**src/rtl/md_fields_pkg.sv**
```systemverilog
// Shared metadata field positions and dispatch state encoding for the
// metadata-to-packet dispatcher.
package md_fields_pkg;

   localparam int unsigned META_DISCARD_BIT = 128;
   localparam int unsigned META_DST_PORT_HI = 31;
   localparam int unsigned META_DST_PORT_LO = 24;
   localparam int unsigned META_NEXT_TBL_HI = 255;
   localparam int unsigned META_NEXT_TBL_LO = 250;

   typedef enum logic [1:0] {
      ST_IDLE = 2'd0,
      ST_FWD  = 2'd1,
      ST_DROP = 2'd2
   } dispatch_state_t;

endpackage

```
**src/rtl/md_dispatch_fifo.sv**
```systemverilog
// Synchronous metadata FIFO; a push while full is accepted only when a pop
// frees a slot in the same cycle.
module md_dispatch_fifo #(
   parameter int unsigned WIDTH      = 256,
   parameter int unsigned DEPTH_LOG2 = 2
) (
   input  logic             clk,
   input  logic             rst_n,
   input  logic             push,
   input  logic [WIDTH-1:0] push_data,
   input  logic             pop,
   output logic [WIDTH-1:0] pop_data,
   output logic             full,
   output logic             empty
);

   localparam int unsigned DEPTH = 1 << DEPTH_LOG2;

   logic [WIDTH-1:0]      mem [DEPTH];
   logic [DEPTH_LOG2-1:0] wr_ptr;
   logic [DEPTH_LOG2-1:0] rd_ptr;
   logic [DEPTH_LOG2:0]   count;
   logic                  push_ok;
   logic                  pop_ok;

   assign full     = (count == (DEPTH_LOG2+1)'(DEPTH));
   assign empty    = (count == '0);
   assign pop_ok   = pop && !empty;
   assign push_ok  = push && (!full || pop_ok);
   assign pop_data = mem[rd_ptr];

   always_ff @(posedge clk) begin
      if (push_ok) mem[wr_ptr] <= push_data;
   end

   always_ff @(posedge clk or negedge rst_n) begin
      if (!rst_n) begin
         wr_ptr <= '0;
         rd_ptr <= '0;
         count  <= '0;
      end else begin
         if (push_ok) wr_ptr <= wr_ptr + DEPTH_LOG2'(1);
         if (pop_ok)  rd_ptr <= rd_ptr + DEPTH_LOG2'(1);
         if (push_ok && !pop_ok)
            count <= count + (DEPTH_LOG2+1)'(1);
         else if (!push_ok && pop_ok)
            count <= count - (DEPTH_LOG2+1)'(1);
      end
   end

endmodule

```
**src/rtl/md_port_dispatch.sv**
```systemverilog
// Pairs each buffered metadata word with the next AXIS packet: forward with
// tuser = metadata[127:0] or drop on the discard bit. Stats: DISPATCH_STATS_EN.
module md_port_dispatch
   import md_fields_pkg::*;
#(
   parameter int unsigned META_LEN           = 256,
   parameter int unsigned DATA_WIDTH         = 256,
   parameter int unsigned TUSER_WIDTH        = 128,
   parameter int unsigned MD_FIFO_DEPTH_LOG2 = 2
) (
   input  logic                      clk,
   input  logic                      rst_n,
   input  logic [META_LEN-1:0]       comp_meta_data_in,
   input  logic                      comp_meta_data_valid_in,
   input  logic [DATA_WIDTH-1:0]     s_axis_tdata,
   input  logic [DATA_WIDTH/8-1:0]   s_axis_tkeep,
   input  logic                      s_axis_tlast,
   input  logic                      s_axis_tvalid,
   output logic                      s_axis_tready,
   output logic [DATA_WIDTH-1:0]     m_axis_tdata,
   output logic [DATA_WIDTH/8-1:0]   m_axis_tkeep,
   output logic [TUSER_WIDTH-1:0]    m_axis_tuser,
   output logic                      m_axis_tlast,
   output logic                      m_axis_tvalid,
   input  logic                      m_axis_tready,
   output logic                      md_overflow,
   output logic [31:0]               drop_cnt,
   output logic [31:0]               fwd_cnt
);

   dispatch_state_t     state, state_nxt;
   logic [META_LEN-1:0] head;
   logic                fifo_full;
   logic                fifo_empty;
   logic                pop;
   logic                fwd_done;
   logic                drop_done;
   logic                unused_meta;

   // Pop only when a packet is actually waiting, so early metadata stays queued.
   assign pop = (state == ST_IDLE) && !fifo_empty && s_axis_tvalid;

   md_dispatch_fifo #(
      .WIDTH      (META_LEN),
      .DEPTH_LOG2 (MD_FIFO_DEPTH_LOG2)
   ) u_fifo (
      .clk       (clk),
      .rst_n     (rst_n),
      .push      (comp_meta_data_valid_in),
      .push_data (comp_meta_data_in),
      .pop       (pop),
      .pop_data  (head),
      .full      (fifo_full),
      .empty     (fifo_empty)
   );

   assign m_axis_tdata = s_axis_tdata;
   assign m_axis_tkeep = s_axis_tkeep;
   assign m_axis_tlast = s_axis_tlast;

   always_comb begin
      state_nxt     = state;
      s_axis_tready = 1'b0;
      m_axis_tvalid = 1'b0;
      fwd_done      = 1'b0;
      drop_done     = 1'b0;
      case (state)
         ST_IDLE: begin
            if (pop) state_nxt = head[META_DISCARD_BIT] ? ST_DROP : ST_FWD;
         end
         ST_FWD: begin
            m_axis_tvalid = s_axis_tvalid;
            s_axis_tready = m_axis_tready;
            if (s_axis_tvalid && m_axis_tready && s_axis_tlast) begin
               fwd_done  = 1'b1;
               state_nxt = ST_IDLE;
            end
         end
         ST_DROP: begin
            s_axis_tready = 1'b1;
            if (s_axis_tvalid && s_axis_tlast) begin
               drop_done = 1'b1;
               state_nxt = ST_IDLE;
            end
         end
         default: state_nxt = ST_IDLE;
      endcase
   end

   always_ff @(posedge clk or negedge rst_n) begin
      if (!rst_n) begin
         state        <= ST_IDLE;
         m_axis_tuser <= '0;
         md_overflow  <= 1'b0;
      end else begin
         state <= state_nxt;
         if (pop) m_axis_tuser <= head[TUSER_WIDTH-1:0];
         if (comp_meta_data_valid_in && fifo_full && !pop) md_overflow <= 1'b1;
      end
   end

`ifdef DISPATCH_STATS_EN
   logic [31:0] drop_q;
   logic [31:0] fwd_q;

   always_ff @(posedge clk or negedge rst_n) begin
      if (!rst_n) begin
         drop_q <= '0;
         fwd_q  <= '0;
      end else begin
         if (drop_done) drop_q <= drop_q + 32'd1;
         if (fwd_done)  fwd_q  <= fwd_q + 32'd1;
      end
   end

   assign drop_cnt    = drop_q;
   assign fwd_cnt     = fwd_q;
   assign unused_meta = ^head[META_LEN-1:META_DISCARD_BIT+1];
`else
   assign drop_cnt    = '0;
   assign fwd_cnt     = '0;
   assign unused_meta = ^{head[META_LEN-1:META_DISCARD_BIT+1], fwd_done, drop_done};
`endif

endmodule

```
**config.mk**
```make
export PLATFORM = sky130hd
export DESIGN_NAME = md_port_dispatch
export DESIGN_NICKNAME = d
export VERILOG_FILES = /design/src/rtl/md_fields_pkg.sv /design/src/rtl/md_dispatch_fifo.sv /design/src/rtl/md_port_dispatch.sv
export SDC_FILE = /design/constraint.sdc
export NUM_CORES = 1
export LEC_CHECK = 0
export ABC_AREA = 1
export ABC_CLOCK_PERIOD_IN_PS = 9200
export CAP_MARGIN = 20
export CORE_AREA = 5 5 395 397
export CTS_BUF_LIST = sky130_fd_sc_hd__clkbuf_8
export CTS_CLUSTER_DIAMETER = 150
export DETAILED_ROUTE_END_ITERATION = 8
export DIE_AREA = 0 0 400 402
export HOLD_SLACK_MARGIN = 0.05
export PLACE_DENSITY = 0.45
export REMOVE_ABC_BUFFERS = 1
export SLEW_MARGIN = 20
export SYNTH_ARGS = -nofsm -noshare
export SYNTH_HDL_FRONTEND = slang
export SYNTH_SLANG_ARGS = --single-unit
```
**constraint.sdc**
```tcl
create_clock -name clk -period 9.2 [get_ports clk]
set_clock_uncertainty 0.2 [all_clocks]
set_input_delay 2.76 -clock clk [delete_from_list [all_inputs] [get_ports clk]]
set_output_delay 2.76 -clock clk [all_outputs]
set_load 0.1 [all_outputs]
```
==> flow_summary.yaml, run 1 <==
critical_path:
  crit_required_ns: 6.24
  reg2reg_to: "u_fifo.mem[0][112]"
  rr_worst_depth: 7
  worstPathMaxFanout: 3
  cp-end-kind: "output pin"
  cp.arrival_ns: 4.65
  critical_path_class: "in -> out"
  r2r_slack_ns: 5.58
  r2r_start: "state[0]"
  setup.worst_path.start_class: "input pin"
power:
  irDropWorstVdd_v: 0.0002541
  p_per_area_nw_per_um2: 393.5
  p_comb_frac: 0.437
  p_leak_nw: 11.22
  p_int_mw: 6.593
  sw_frac_of_total: 0.4794
  total_power_mw: 12.66
  power.switching_mw: 6.071
  clkPwrFrac: 0.215
  seq_power_share: 0.348
synthesis:
  synth_top_cells_by_count: "nor2_1 (777), edfxtp_1 (516), buf_4 (356)"
  yosysMostFrequentCell: "nor2_1"
  synth_top_flop_cell: "edfxtp_1"
  ys_types: 26
  yosys_warnings: 0
  avgSynthCellArea_um2: 11.70
  synth_edf_count: 516
  synth-seq-cells: 654
  synth_largest_area_cell: "edfxtp_1"
  synth_top_area_frac: 0.5624
  synth_area_um2: 27550
  postSynth.asyncResetShare: 0.2110
  yosysSeqAreaShare: 0.6878
  synth.area.top_cells: "edfxtp_1 (56%), dfrtp_1 (13%), nor2_1 (11%), buf_4 (9.7%), o21ai_0 (3.0%)"
  netlist_instances: 2354
floorplan:
  pin_count: 1034
  die_x_um: 400
  coreArea_um2: 151500
  fp-row-count: 143
  die_h_um: 402
  die-area_um2: 160800
  initial_core_util: 0.1818
detailed_routing:
  antenna_left: 0
  dr.pass1.iters: 5
  wl_per_cell_um: 45.89
  drc_errors: 0
  dr_total_vias: 17805
  drt_iter0_markers: 1187
  drt-total-wl_um: 206600
  routed_via_density: 3.955
global_route:
  grtUsageTotal: 0.2498
  grt_pass1_vias: 16987
  antenna_found_initial: 15
  grt.overflow.total: 0
  grt_pass1_wl_um: 244200
  grt_max_degree: 123
timing:
  slew_headroom: 0.1872
  setup-violations-final: 0
  worstMarginPinSlew_ns: 1.215
  finalCritPeriodShare: 0.8271
  setup_tns_ns: 0
  min_period_ns: 7.609
  layout_setup_ws_ns: 1.591
  hold_violations: 0
  rsz0062_at_grt: "false"
  slew_violations: 0
  max_freq_mhz: 131.4
flow_run:
  maxCapViolations: 0
clock_tree:
  cts_resized: 0
  cts_tree: "yes"
  clk_pin_slew_worst_paths_ns: 0.06
  numCtsBuffers: 117
  htreeDepth: 3
  cts_root_buf: "clkbuf_8"
  cts_buffer_depth: 3
  post_cts_buffers: 0
  clock_sink_count: 654
  postCtsHoldBufs: 0
  clock_latency_ns: 0.87
place:
  place_ws_ns: 1.564
  portBuffers: 266
  gp_congestion: 1.092
  place_hpwl_um: 171300
  dpl-instance-area_um2: 29870
layout:
  syn2layout_area_growth_pct: 16.83
  final_area_um2: 32190
  drive_gt1_frac: 0.08425
  nNetsFinal: 2916
min_path:
  hold_end: "md_overflow"
  worstHoldStart: "md_overflow"
  hold_path_depth: 1
  hold_path_class: "reg -> reg"
run_status:
  outcome: "complete, no violations"
==> final cells by class <==
cell class | instances | area (µm²)
tap | 2030 | 2540
clock buffer | 127 | 1748
multi-input combinational | 1274 | 5438
clock inverter | 92 | 543.0
timing repair buffer | 288 | 2826
fill | 16347 | 119400
inverter | 22 | 97.59
antenna | 15 | 37.54
sequential | 654 | 18960
==> through the flow <==
step                cells  utilization  hold slack, ns
floorplan            1950            -          0.2735
global placement     4268       0.1972          0.2606
detailed placement   4268       0.1971          0.2737
CTS                  4487       0.2122          0.2899
global route         4491       0.2122          0.2965
finish               4502       0.2124          0.2974
==> layout by cell type (no fill, tap or decap) <==
cell type        count
buf_4               31
inv_12               2
buf_2                3
nand2_8              1
nand2_1             24
bufinv_16            4
clkbuf_8           127
clkinvlp_4           3
o21bai_1             1
fa_1                 1
edfxtp_1           516
diode_2             15
inv_1               64
clkinv_4             2
xnor2_1              1
buf_6                1
mux2_2               1
o21ai_1             91
buf_12               4
nor2_1             773
clkinv_8             1
conb_1              64
o21ai_0            167
inv_6                3
xor2_1               3
clkdlybuf4s50_1    248
nor2_4               4
dfrtp_4              2
clkbuf_2             1
a21oi_1            132
nand3_1              3
clkinv_1            18
clkinv_2            15
inv_8                2
dfrtp_1            136
ha_1                 8
==> how the worst max path moves through the flow <==
stage | start | end | slack, ns | depth (start not counted)
6_report | s_axis_tvalid | m_axis_tvalid | 1.59 | 4
5_1_grt | s_axis_tvalid | m_axis_tvalid | 1.53 | 4
4_1_cts | s_axis_tvalid | m_axis_tvalid | 1.56 | 4
3_5_place_dp | s_axis_tvalid | m_axis_tvalid | 1.56 | 4
3_3_place_gp | s_axis_tvalid | m_axis_tvalid | 1.59 | 4
2_1_floorplan | s_axis_tvalid | u_fifo.mem[0][0] | -0.04 | 4
==> power groups by stage <==
stage                     Sequential (mW)  Combinational (mW)  Clock, mW
after floorplan                      6.60                1.79          0
after global placement               4.45                5.62          0
after detailed placement             4.46                5.61          0
after CTS                            4.41                5.63       2.81
after global routing                 4.48                5.95       2.95
final                                4.41                5.53       2.73
==> flip-flops by register name (all words and copies together) (netlist names) <==
register and cells:
u_fifo.rd_ptr 2, state 2, md_overflow 1, u_fifo.wr_ptr 2, u_fifo.count 3, u_fifo.mem 516
m_axis_tuser 128
==> cells by family after synthesis <==
logic type | synth area share
adders and majority gates | 0.004360
DFF | 0.6878
and+or+nand+nor | 0.1099
other | 0.0001361
AOI/OAI and AO/OA | 0.07112
xor gates and xnor gates | 0.001272
buffers and inverters | 0.1250
muxes | 0.0004087
==> routing by layer <==
layer,track usage,vias to the layer above,routed length [µm]
met1,0.1219,8400,35710
met3,0.2358,405,41860
met2,0.4135,1384,96870
met4,0.2854,28,30720
met5,0.06659,-,1453
li1,-,7588,-
==> worst max-delay path, cell delays in order <==
cell and delay [ns]:
clkdlybuf4s50_1 0.55, nand2_1 0.09, inv_1 0.10, clkdlybuf4s50_1 1.14
(Power assumes the default switching activity.)
==> run 2: changes to the inputs <==
--- a/config.mk
+++ b/config.mk
@@ -6,7 +6,7 @@
 export NUM_CORES = 1
 export LEC_CHECK = 0
 export ABC_AREA = 1
-export ABC_CLOCK_PERIOD_IN_PS = 9200
+export ABC_CLOCK_PERIOD_IN_PS = 6810
 export CAP_MARGIN = 20
 export CORE_AREA = 5 5 395 397
 export CTS_BUF_LIST = sky130_fd_sc_hd__clkbuf_8
@@ -14,7 +14,7 @@
 export DETAILED_ROUTE_END_ITERATION = 8
 export DIE_AREA = 0 0 400 402
 export HOLD_SLACK_MARGIN = 0.05
-export PLACE_DENSITY = 0.45
+export PLACE_DENSITY = 0.46
 export REMOVE_ABC_BUFFERS = 1
 export SLEW_MARGIN = 20
 export SYNTH_ARGS = -nofsm -noshare
==> constraint.sdc (replaced) <==
create_clock -name clk -period 6.81 [get_ports clk]
set_clock_uncertainty 0.2 [all_clocks]
set_input_delay 2.043 -clock clk [delete_from_list [all_inputs] [get_ports clk]]
set_output_delay 2.043 -clock clk [all_outputs]
set_load 0.1 [all_outputs]
==> flow_summary.yaml, run 2 (synthesized netlist as in run 1, its figures left out) <==
clock_tree:
  htreeDepth: 3
  clk_pin_slew_worst_paths_ns: 0.06
  cts_buffer_depth: 3
  post_cts_buffers: 0
  clock_latency_ns: 0.87
  cts_resized: 0
  cts_root_buf: "clkbuf_8"
  numCtsBuffers: 119
  cts_tree: "yes"
  clock_sink_count: 654
  postCtsHoldBufs: 0
power:
  p_leak_nw: 11.30
  total_power_mw: 17.20
  irDropWorstVdd_v: 0.0004224
  p_per_area_nw_per_um2: 531.6
layout:
  final_cell_mix: "nor2_1 (773), edfxtp_1 (516), clkdlybuf4s50_1 (250)"
  multi_input_area_um2: 5438
  max_flop_register: "u_fifo.mem"
  syn2layout_area_growth_pct: 17.43
  largest_reg_flops: 516
  fill_cells: 16309
  layout_commonest_cell: "nor2_1"
  final_cell_count_no_fill: 4501
  drive_gt1_frac: 0.08401
  seqCellArea_um2: 18960
  reg_top3: "u_fifo.mem (516), m_axis_tuser (128), u_fifo.count (3)"
  nNetsFinal: 2917
critical_path:
  crit_required_ns: 4.57
  crit_cells: 4
  cp_slowest_stage_delay_ns: 0.54
  critical_path_class: "in -> out"
  r2r_start: "u_fifo.rd_ptr[0]"
  crit_slowest_cell: "clkdlybuf4s50_1"
  worstPathMaxFanout: 2
  critPathBufInv: 3
  cp.arrival_ns: 3.20
  startpoint: "m_axis_tready"
  rr_worst_depth: 6
  crit_family: "buffers and inverters"
  cp-end-kind: "output pin"
  setup.worst_path.start_class: "input pin"
  crit_chain: "clkdlybuf4s50_1 > inv_1 > a21oi_1 > buf_4"
timing:
  slew_headroom: 0.2196
  fin_hold_ws_ns: 0.2789
  setup_tns_ns: 0
  finalCritPeriodShare: 0.7996
  worstMarginPinSlew_ns: 1.167
  slew_violations: 0
  min_period_ns: 5.445
  rsz0062_at_grt: "false"
  hold_violations: 0
  setup-violations-final: 0
  max_freq_mhz: 183.6
floorplan:
  initial_core_util: 0.1818
  die-area_um2: 160800
  coreArea_um2: 151500
  fp-row-count: 143
  die_h_um: 402
  die_x_um: 400
  pin_count: 1034
min_path:
  worstHoldStart: "u_fifo.mem[1][6]"
  hold_path_depth: 2
  hold_path_class: "reg -> reg"
run_status:
  outcome: "complete, no violations"
global_route:
  grt_max_degree: 140
  grt_pass1_wl_um: 246700
  antenna_found_initial: 17
  grtUsageTotal: 0.2527
  grt.overflow.total: 0
  grt_pass1_vias: 16941
detailed_routing:
  dr_total_vias: 17756
  drc_errors: 0
  drt_iter0_markers: 1136
  drt-total-wl_um: 208900
  routed_via_density: 3.945
  dr.pass1.iters: 5
  antenna_left: 0
  wl_per_cell_um: 46.40
place:
  portBuffers: 266
  dp.cells: 4267
  place_hpwl_um: 173500
  gp_congestion: 1.079
flow_run:
  maxCapViolations: 0
-- run 2: per-stage QoR --
step           setup WS, ns  instance area [µm²]  utilization
2_1_floorplan        -1.708                24430            -
3_3_place_gp          1.318                29940       0.1975
3_5_place_dp          1.340                29930       0.1975
4_1_cts               1.326                32340       0.2134
5_1_grt               1.251                32340       0.2134
6_report              1.365                32350       0.2135
-- run 2: path summary, 6_finish.rpt --
kind                       slack [ns]          endpoint
max                              1.36     s_axis_tready
min                              0.28   m_axis_tuser[6]
min reg2reg                      0.28   m_axis_tuser[6]
min in group asynchronous        1.07  m_axis_tuser[36]
max in group asynchronous        4.10  m_axis_tuser[73]
max reg2reg                      3.23  m_axis_tuser[90]
-- run 2: tightest hold or removal path: stages (launching register included) --
cell      delay [ns]
edfxtp_1        0.31
o21ai_0         0.07
a21oi_1         0.13
-- run 2: layout make-up --
class	instances	area share
clock buffers	136	0.05786
repair buffers	287	0.08938
flip-flops and latches	654	0.5859
clock inverters	91	0.01678
inverters	22	0.002939
diodes	7	0.0005414
multi-input cells	1274	0.1681
well taps	2030	0.07851
-- run 2: layer usage --
layer / track usage / up-vias / share of wire
met5: 0.06205 / - / 0.0066
met4: 0.2729 / 24 / 0.14
met3: 0.2268 / 321 / 0.19
met2: 0.4282 / 1404 / 0.48
met1: 0.1293 / 8426 / 0.18
li1: - / 7581 / -
-- run 2: power breakdown --
group | switching (mW) | internal [mW] | leakage (nW)
clock | 1.80 | 1.96 | 1.41
combinational | 5.82 | 1.63 | 3.63
sequential | 0.569 | 5.43 | 6.26
total | 8.19 | 9.01 | 11.3
